File: config.mk
export PLATFORM = sky130hd
export DESIGN_NAME = expr_tokenizer_flat
export DESIGN_NICKNAME = d
export VERILOG_FILES = /design/src/rtl/expr_tokenizer_if.sv /design/src/rtl/expr_tokenizer.sv /design/src/flat_wrapper.sv
export SDC_FILE = /design/constraint.sdc
export NUM_CORES = 1
export LEC_CHECK = 0
export CAP_MARGIN = 20
export CORE_ASPECT_RATIO = 1.1
export CORE_MARGIN = 1.5
export CORE_UTILIZATION = 59
export CTS_CLUSTER_DIAMETER = 120
export DETAILED_ROUTE_END_ITERATION = 16
export PLACE_DENSITY = 0.85
export SLEW_MARGIN = 25
export SYNTH_ARGS = -nofsm -noshare
export SYNTH_HDL_FRONTEND = slang
export SYNTH_SLANG_ARGS = --single-unit
File: constraint.sdc
create_clock -name clk -period 8.1 [get_ports clk]
set_clock_uncertainty 0.05 [all_clocks]
set_input_delay 1.215 -clock clk [delete_from_list [all_inputs] [get_ports clk]]
set_output_delay 1.215 -clock clk [all_outputs]
set_load 0.02 [all_outputs]
File: src/rtl/expr_tokenizer_if.sv
// Handshake bundle between the host receive path and the expression tokenizer:
// ASCII bytes in, operator and operand results out.
interface expr_tokenizer_if #(
    parameter int WIDTH = 16
);
    logic [7:0]       rx_data;
    logic             rx_valid;
    logic [7:0]       op;
    logic             op_ready;
    logic [WIDTH-1:0] operand_a;
    logic [WIDTH-1:0] operand_b;
    logic             operands_valid;
    logic             busy;
    logic             err;

    modport master (
        output rx_data, rx_valid,
        input  op, op_ready, operand_a, operand_b, operands_valid, busy, err
    );

    modport slave (
        input  rx_data, rx_valid,
        output op, op_ready, operand_a, operand_b, operands_valid, busy, err
    );
endinterface

File: src/rtl/expr_tokenizer.sv
// Parses "<A><op><B><term>" ASCII lines into binary operands and an operator byte.
// Define NEG_OPERAND_EN to accept a leading '-' sign on each operand (two's complement output).
module expr_tokenizer #(
    parameter int WIDTH      = 16,
    parameter int MAX_DIGITS = 5
) (
    input logic             clk,
    input logic             reset,
    expr_tokenizer_if.slave bus
);
    localparam int EW = WIDTH + 4;
    localparam int CW = $clog2(MAX_DIGITS + 1);
    localparam logic [EW-1:0] ONE = EW'(1);
`ifdef NEG_OPERAND_EN
    localparam logic [EW-1:0] LIM_POS = (ONE << (WIDTH - 1)) - ONE;
    localparam logic [EW-1:0] LIM_NEG = ONE << (WIDTH - 1);
    localparam logic [7:0]    CH_MINUS = 8'h2D;
`else
    localparam logic [EW-1:0] LIM_U = (ONE << WIDTH) - ONE;
`endif

    typedef enum logic [1:0] {S_A_START, S_A_DIG, S_B_START, S_B_DIG} state_t;
    typedef enum logic [2:0] {C_DIGIT, C_OP, C_SPACE, C_TERM, C_ILLEGAL} class_t;
    typedef enum logic [2:0] {
        ACT_NONE, ACT_FIRST, ACT_ACCUM, ACT_LATCH_A, ACT_DONE, ACT_ERR, ACT_SIGN
    } action_t;

    state_t           state;
    state_t           state_next;
    class_t           byte_class;
    action_t          action;
    logic [WIDTH-1:0] acc;
    logic [CW-1:0]    cnt;
    logic [WIDTH-1:0] a_hold;
    logic [WIDTH-1:0] value;
    logic [EW-1:0]    acc_ext;
    logic [EW-1:0]    limit;
    logic [3:0]       digit;
    logic             accum_bad;
    logic [7:0]       op_q;
    logic             op_ready_q;
    logic [WIDTH-1:0] a_q;
    logic [WIDTH-1:0] b_q;
    logic             ov_q;
    logic             err_q;
`ifdef NEG_OPERAND_EN
    logic             neg;
`endif

    always_comb begin
        byte_class = C_ILLEGAL;
        if (bus.rx_data >= 8'h30 && bus.rx_data <= 8'h39) begin
            byte_class = C_DIGIT;
        end else begin
            case (bus.rx_data)
                8'h2B, 8'h2D, 8'h2A, 8'h2F: byte_class = C_OP;
                8'h20:                      byte_class = C_SPACE;
                8'h3D, 8'h0A, 8'h0D:        byte_class = C_TERM;
                default:                    byte_class = C_ILLEGAL;
            endcase
        end
    end

    // acc*10 + d done as shifts in a widened word so overflow is visible before truncation
    assign digit     = bus.rx_data[3:0];
    assign acc_ext   = ({4'b0, acc} << 3) + ({4'b0, acc} << 1) + {{(EW-4){1'b0}}, digit};
    assign accum_bad = (acc_ext > limit) || (cnt == CW'(MAX_DIGITS));

`ifdef NEG_OPERAND_EN
    assign limit = neg ? LIM_NEG : LIM_POS;
    assign value = neg ? (~acc + WIDTH'(1)) : acc;
`else
    assign limit = LIM_U;
    assign value = acc;
`endif

    always_comb begin
        state_next = state;
        action     = ACT_NONE;
        if (bus.rx_valid && byte_class != C_SPACE) begin
            case (state)
                S_A_START, S_B_START: begin
                    if (byte_class == C_DIGIT) begin
                        action     = ACT_FIRST;
                        state_next = (state == S_A_START) ? S_A_DIG : S_B_DIG;
`ifdef NEG_OPERAND_EN
                    end else if (bus.rx_data == CH_MINUS && !neg) begin
                        action = ACT_SIGN;
                    end else if (state == S_A_START && byte_class == C_TERM && !neg) begin
                        action = ACT_NONE;
`else
                    end else if (state == S_A_START && byte_class == C_TERM) begin
                        action = ACT_NONE;
`endif
                    end else begin
                        action     = ACT_ERR;
                        state_next = S_A_START;
                    end
                end
                S_A_DIG, S_B_DIG: begin
                    if (byte_class == C_DIGIT) begin
                        if (accum_bad) begin
                            action     = ACT_ERR;
                            state_next = S_A_START;
                        end else begin
                            action = ACT_ACCUM;
                        end
                    end else if (state == S_A_DIG && byte_class == C_OP) begin
                        action     = ACT_LATCH_A;
                        state_next = S_B_START;
                    end else if (state == S_B_DIG && byte_class == C_TERM) begin
                        action     = ACT_DONE;
                        state_next = S_A_START;
                    end else begin
                        action     = ACT_ERR;
                        state_next = S_A_START;
                    end
                end
                default: begin
                    action     = ACT_ERR;
                    state_next = S_A_START;
                end
            endcase
        end
    end

    always_ff @(posedge clk) begin
        if (reset) begin
            state      <= S_A_START;
            acc        <= '0;
            cnt        <= '0;
            a_hold     <= '0;
            op_q       <= '0;
            op_ready_q <= 1'b0;
            a_q        <= '0;
            b_q        <= '0;
            ov_q       <= 1'b0;
            err_q      <= 1'b0;
`ifdef NEG_OPERAND_EN
            neg        <= 1'b0;
`endif
        end else begin
            state      <= state_next;
            op_ready_q <= 1'b0;
            ov_q       <= 1'b0;
            err_q      <= 1'b0;
            case (action)
                ACT_FIRST: begin
                    acc <= WIDTH'(digit);
                    cnt <= CW'(1);
                end
                ACT_ACCUM: begin
                    acc <= acc_ext[WIDTH-1:0];
                    cnt <= cnt + CW'(1);
                end
                ACT_LATCH_A: begin
                    a_hold     <= value;
                    op_q       <= bus.rx_data;
                    op_ready_q <= 1'b1;
                    acc        <= '0;
                    cnt        <= '0;
`ifdef NEG_OPERAND_EN
                    neg        <= 1'b0;
`endif
                end
                ACT_DONE: begin
                    a_q  <= a_hold;
                    b_q  <= value;
                    ov_q <= 1'b1;
                    acc  <= '0;
                    cnt  <= '0;
`ifdef NEG_OPERAND_EN
                    neg  <= 1'b0;
`endif
                end
                ACT_ERR: begin
                    err_q <= 1'b1;
                    acc   <= '0;
                    cnt   <= '0;
`ifdef NEG_OPERAND_EN
                    neg   <= 1'b0;
`endif
                end
`ifdef NEG_OPERAND_EN
                ACT_SIGN: neg <= 1'b1;
`endif
                default: ;
            endcase
        end
    end

    always_comb begin
        bus.busy           = (state != S_A_START);
        bus.op             = op_q;
        bus.op_ready       = op_ready_q;
        bus.operand_a      = a_q;
        bus.operand_b      = b_q;
        bus.operands_valid = ov_q;
        bus.err            = err_q;
    end
endmodule
File: src/flat_wrapper.sv
// flat-port wrapper written by rule: the top's interface ports become plain ports
module expr_tokenizer_flat 
#(
    parameter int WIDTH      = 16,
    parameter int MAX_DIGITS = 5
)
  (clk, reset, bus_rx_data, bus_rx_valid, bus_op, bus_op_ready, bus_operand_a, bus_operand_b, bus_operands_valid, bus_busy, bus_err);
  expr_tokenizer_if #(.WIDTH(WIDTH)) bus_i ();
  input logic clk;
  input logic reset;
  input wire logic [$bits(bus_i.rx_data)-1:0] bus_rx_data;
  input wire logic [$bits(bus_i.rx_valid)-1:0] bus_rx_valid;
  output wire logic [$bits(bus_i.op)-1:0] bus_op;
  output wire logic [$bits(bus_i.op_ready)-1:0] bus_op_ready;
  output wire logic [$bits(bus_i.operand_a)-1:0] bus_operand_a;
  output wire logic [$bits(bus_i.operand_b)-1:0] bus_operand_b;
  output wire logic [$bits(bus_i.operands_valid)-1:0] bus_operands_valid;
  output wire logic [$bits(bus_i.busy)-1:0] bus_busy;
  output wire logic [$bits(bus_i.err)-1:0] bus_err;
  assign bus_i.rx_data = bus_rx_data;
  assign bus_i.rx_valid = bus_rx_valid;
  assign bus_op = bus_i.op;
  assign bus_op_ready = bus_i.op_ready;
  assign bus_operand_a = bus_i.operand_a;
  assign bus_operand_b = bus_i.operand_b;
  assign bus_operands_valid = bus_i.operands_valid;
  assign bus_busy = bus_i.busy;
  assign bus_err = bus_i.err;
  expr_tokenizer #(.WIDTH(WIDTH), .MAX_DIGITS(MAX_DIGITS)) u_core (.clk(clk), .reset(reset), .bus(bus_i));
endmodule
==> key figures <==
Outcome
  • Status: finished, final reports clean

Clocking
  • Hold bufs inserted after CTS: 0
  • CTS tree: yes
  • Clock buffer depth: 2
  • # resized after CTS: 0
  • Clk Tree Root Cell: clkbuf_8
  • H-Tree Depth: 3
  • Skew-Pair Late Insertion Delay: 360 ps
  • CTS buffer count: 9
  • Clock transition at path regs: 80 ps
  • # clock sinks: 80
  • Total setup buffers inserted after CTS: 0

Setup path
  • R2r setup slk: 4470 ps
  • Required time worst endpoint: 8360 ps
  • R2r endpoint: u_core.acc[1]
  • Startpoint types: input port
  • R2R cell count: 12
  • Crit. End Element: flop
  • Worst R2R Start: u_core.acc[0]
  • Crit-path max FO: 16
  • CP Class: in2reg
  • Crit path DAT: 4880 ps

Place
  • Cell area after placement: 4580 µm²
  • Routability cong.: 0.908
  • PortBufs: 54
  • HPWL after detailed placement: 6220 µm
  • Post-Place Cells: 609

Detailed routing
  • TritonRoute pass-1 iters: 4
  • DR DRC count: 0
  • Drt via density: 5.72
  • Drt first-iter violations: 221
  • Routed Antenna Nets: 0
  • Via count: 3,578
  • Drt total wl: 9030 µm
  • Post-DR wirelength/cell: 14.4 µm

Power
  • Leakage: 1.83 nW
  • Sw frac: 22.3%
  • Int Pwr: 0.000587 W
  • Tot Pwr: 0.000755 W
  • Seq pwr share: 52.1%
  • Switching power: 0.000169 W
  • Clock power share: 44.5%
  • PD cells: 157 nW/µm²
  • Worst vdd ir: 0.000125 V
  • Comb power frac: 3.4%

Global routing
  • Initial antenna violation count: 0
  • Largest net degree at the start of global routing: 44
  • First-pass GRT wire length: 15,200 µm
  • Total gr overflow: 0
  • Vias in the first global route: 3,302
  • Total track usage: 26.0%

Hold path
  • Hold worst-path end: u_core.bus.op[0]
  • HP Start: u_core.bus.op[0]
  • Min-Delay Path Class: reg2reg
  • Hold depth: 2

Timing
  • Slew HR: 40.8%
  • Min cycle time layout: 4630 ps
  • Final critical-path share of the clock period: 57.1%
  • Max Fclk: 216 MHz
  • Final setup violation count: 0
  • Max-slew violations: 0
  • Least-Margin Pin Slew: 889 ps
  • Setup_tns: 0 ps
  • RSZ-0062 raised after global routing: false
  • Hold Vio Cnt, Final: 0

Logic synthesis
  • Prevailing post-synth register cell: dfxtp_1
  • EDFF count, synth: 0
  • Synth cell types: 58
  • Cells after synthesis: 498
  • Synthesized area: 4050 µm²
  • Synth cell count leaders: 140 x nand2_1, 80 x dfxtp_1, 71 x a21oi_1, 33 x ha_1, 17 x clkbuf_1
  • Syn nets: 544
  • Synthesis-stage register bit count: 80
  • Mean Syn Cell Area: 8.14 µm²
  • Asr flop ratio synth: 0%
  • Synth warn: 0
  • Cell accounting for the most synthesized area: dfxtp_1
  • Post-synthesis sequential area ratio: 39.5%
  • Top-count cell post-synth: nand2_1
  • Top-area cell type share of the netlist area: 39.5%
  • Synth area leaders: dfxtp_1 40%, nand2_1 13%, ha_1 10%

Layout
  • Layout Cells excl Fill: 625
  • Register area: 1600 µm²
  • Multi-input logic area: 2260 µm²
  • Nets: 584
  • Fillcell total: 485
  • Final instance area: 4800 µm²
  • Final Util: 72.4%
  • Synth-to-layout area growth: 18.6%
  • # diodes: 0
  • Layout cells sized above 1: 8.47%

Die
  • I/O pin total: 55
  • FP Rows: 31
  • Full die area: 7370 µm²
  • Die Wd: 82.0 µm
  • Core area: 6630 µm²
  • Die height: 89.9 µm
  • Initial Utilization: 61.1%

Job
  • Max_cap viols: 0
## worst max path at each step
stage	to	slack, ps	start
after global placement	u_core.acc[3]	3160	bus_rx_data[3]
after floorplan	u_core.acc[13]	3950	bus_rx_data[3]
after detailed placement	u_core.acc[2]	3100	bus_rx_data[3]
after CTS	u_core.acc[2]	3470	bus_rx_data[3]
final	u_core.acc[1]	3470	bus_rx_data[3]
after global routing	u_core.acc[3]	3270	bus_rx_data[3]
## logic make-up (layout without fill, tap and decap cells)
family,after synthesis,count (layout),synth area share [%]
and+or+nand+nor,200,200,21.9
AOI/OAI and AO/OA,128,128,19.3
DFF,80,80,39.5
buffers and inverters,41,86,4.97
adders and majority gates,35,35,11.2
xor gates and xnor gates,12,12,2.59
muxes,2,2,0.525
## through the flow
stage,setup slack (ps),hold WS (ps)
after detailed placement,3100,393
after global routing,3270,426
after global placement,3160,389
after floorplan,3950,382
after CTS,3470,405
final,3470,405
## metal layers
layer / share of wire (%) / track usage, % / vias up / wire length (µm)
met4: 1.2 / 8.19 / 0 / 107
met5: 0 / 0 / - / 0
met1: 45 / 35.7 / 1676 / 4050
met3: 5.6 / 4.16 / 11 / 503
met2: 48 / 41.3 / 95 / 4370
li1: - / - / 1796 / -
## critical path: stages
cell	delay [ps]
clkdlybuf4s50_1	590
inv_1	90
fa_1	600
inv_1	60
ha_1	290
a211oi_1	70
nor2_1	140
a21oi_1	130
o311ai_0	320
mux2_2	400
or4_4	690
o2bb2ai_1	190
a21o_2	100
## state kept, by name, indices dropped and copies added, names as in the netlist
| signal | cells |
|---|---|
| u_core.a_hold | 16 |
| u_core.bus.op | 8 |
| u_core.bus.operands_valid | 1 |
| u_core.bus.op_ready | 1 |
| u_core.state | 2 |
| u_core.acc | 16 |
| u_core.bus.operand_a | 16 |
| u_core.bus.err | 1 |
| u_core.cnt | 3 |
| u_core.bus.operand_b | 16 |
## cell type report
cell class	count	share of cell area [%]
clock buffer	10	2.86
clock inverter	6	1.87
inverter	14	1.09
multi-input combinational	377	47.0
sequential	80	33.3
tap	82	2.14
timing repair buffer	56	11.7
## cell usage in the layout (no fill, tap or decap), types with 7 or more instances in the layout
cell type,n
nand2_1,140
ha_1,33
o21ai_2,12
inv_1,14
nor2_1,15
dfxtp_1,80
o21ai_0,16
a21oi_1,71
clkbuf_8,10
clkdlybuf4s50_1,53
nand3_1,7
## power by group through the flow
| stage | clock, W | combinational [W] | sequential (W) |
|---|---|---|---|
| global placement | 0 | 0.0000230 | 0.000403 |
| floorplan | 0 | 0.0000138 | 0.000403 |
| detailed placement | 0 | 0.0000249 | 0.000403 |
| global route | 0.000353 | 0.0000277 | 0.000394 |
| CTS | 0.000337 | 0.0000252 | 0.000394 |
| finish | 0.000336 | 0.0000256 | 0.000394 |
No activity file was read; power rests on OpenSTA's default activity.
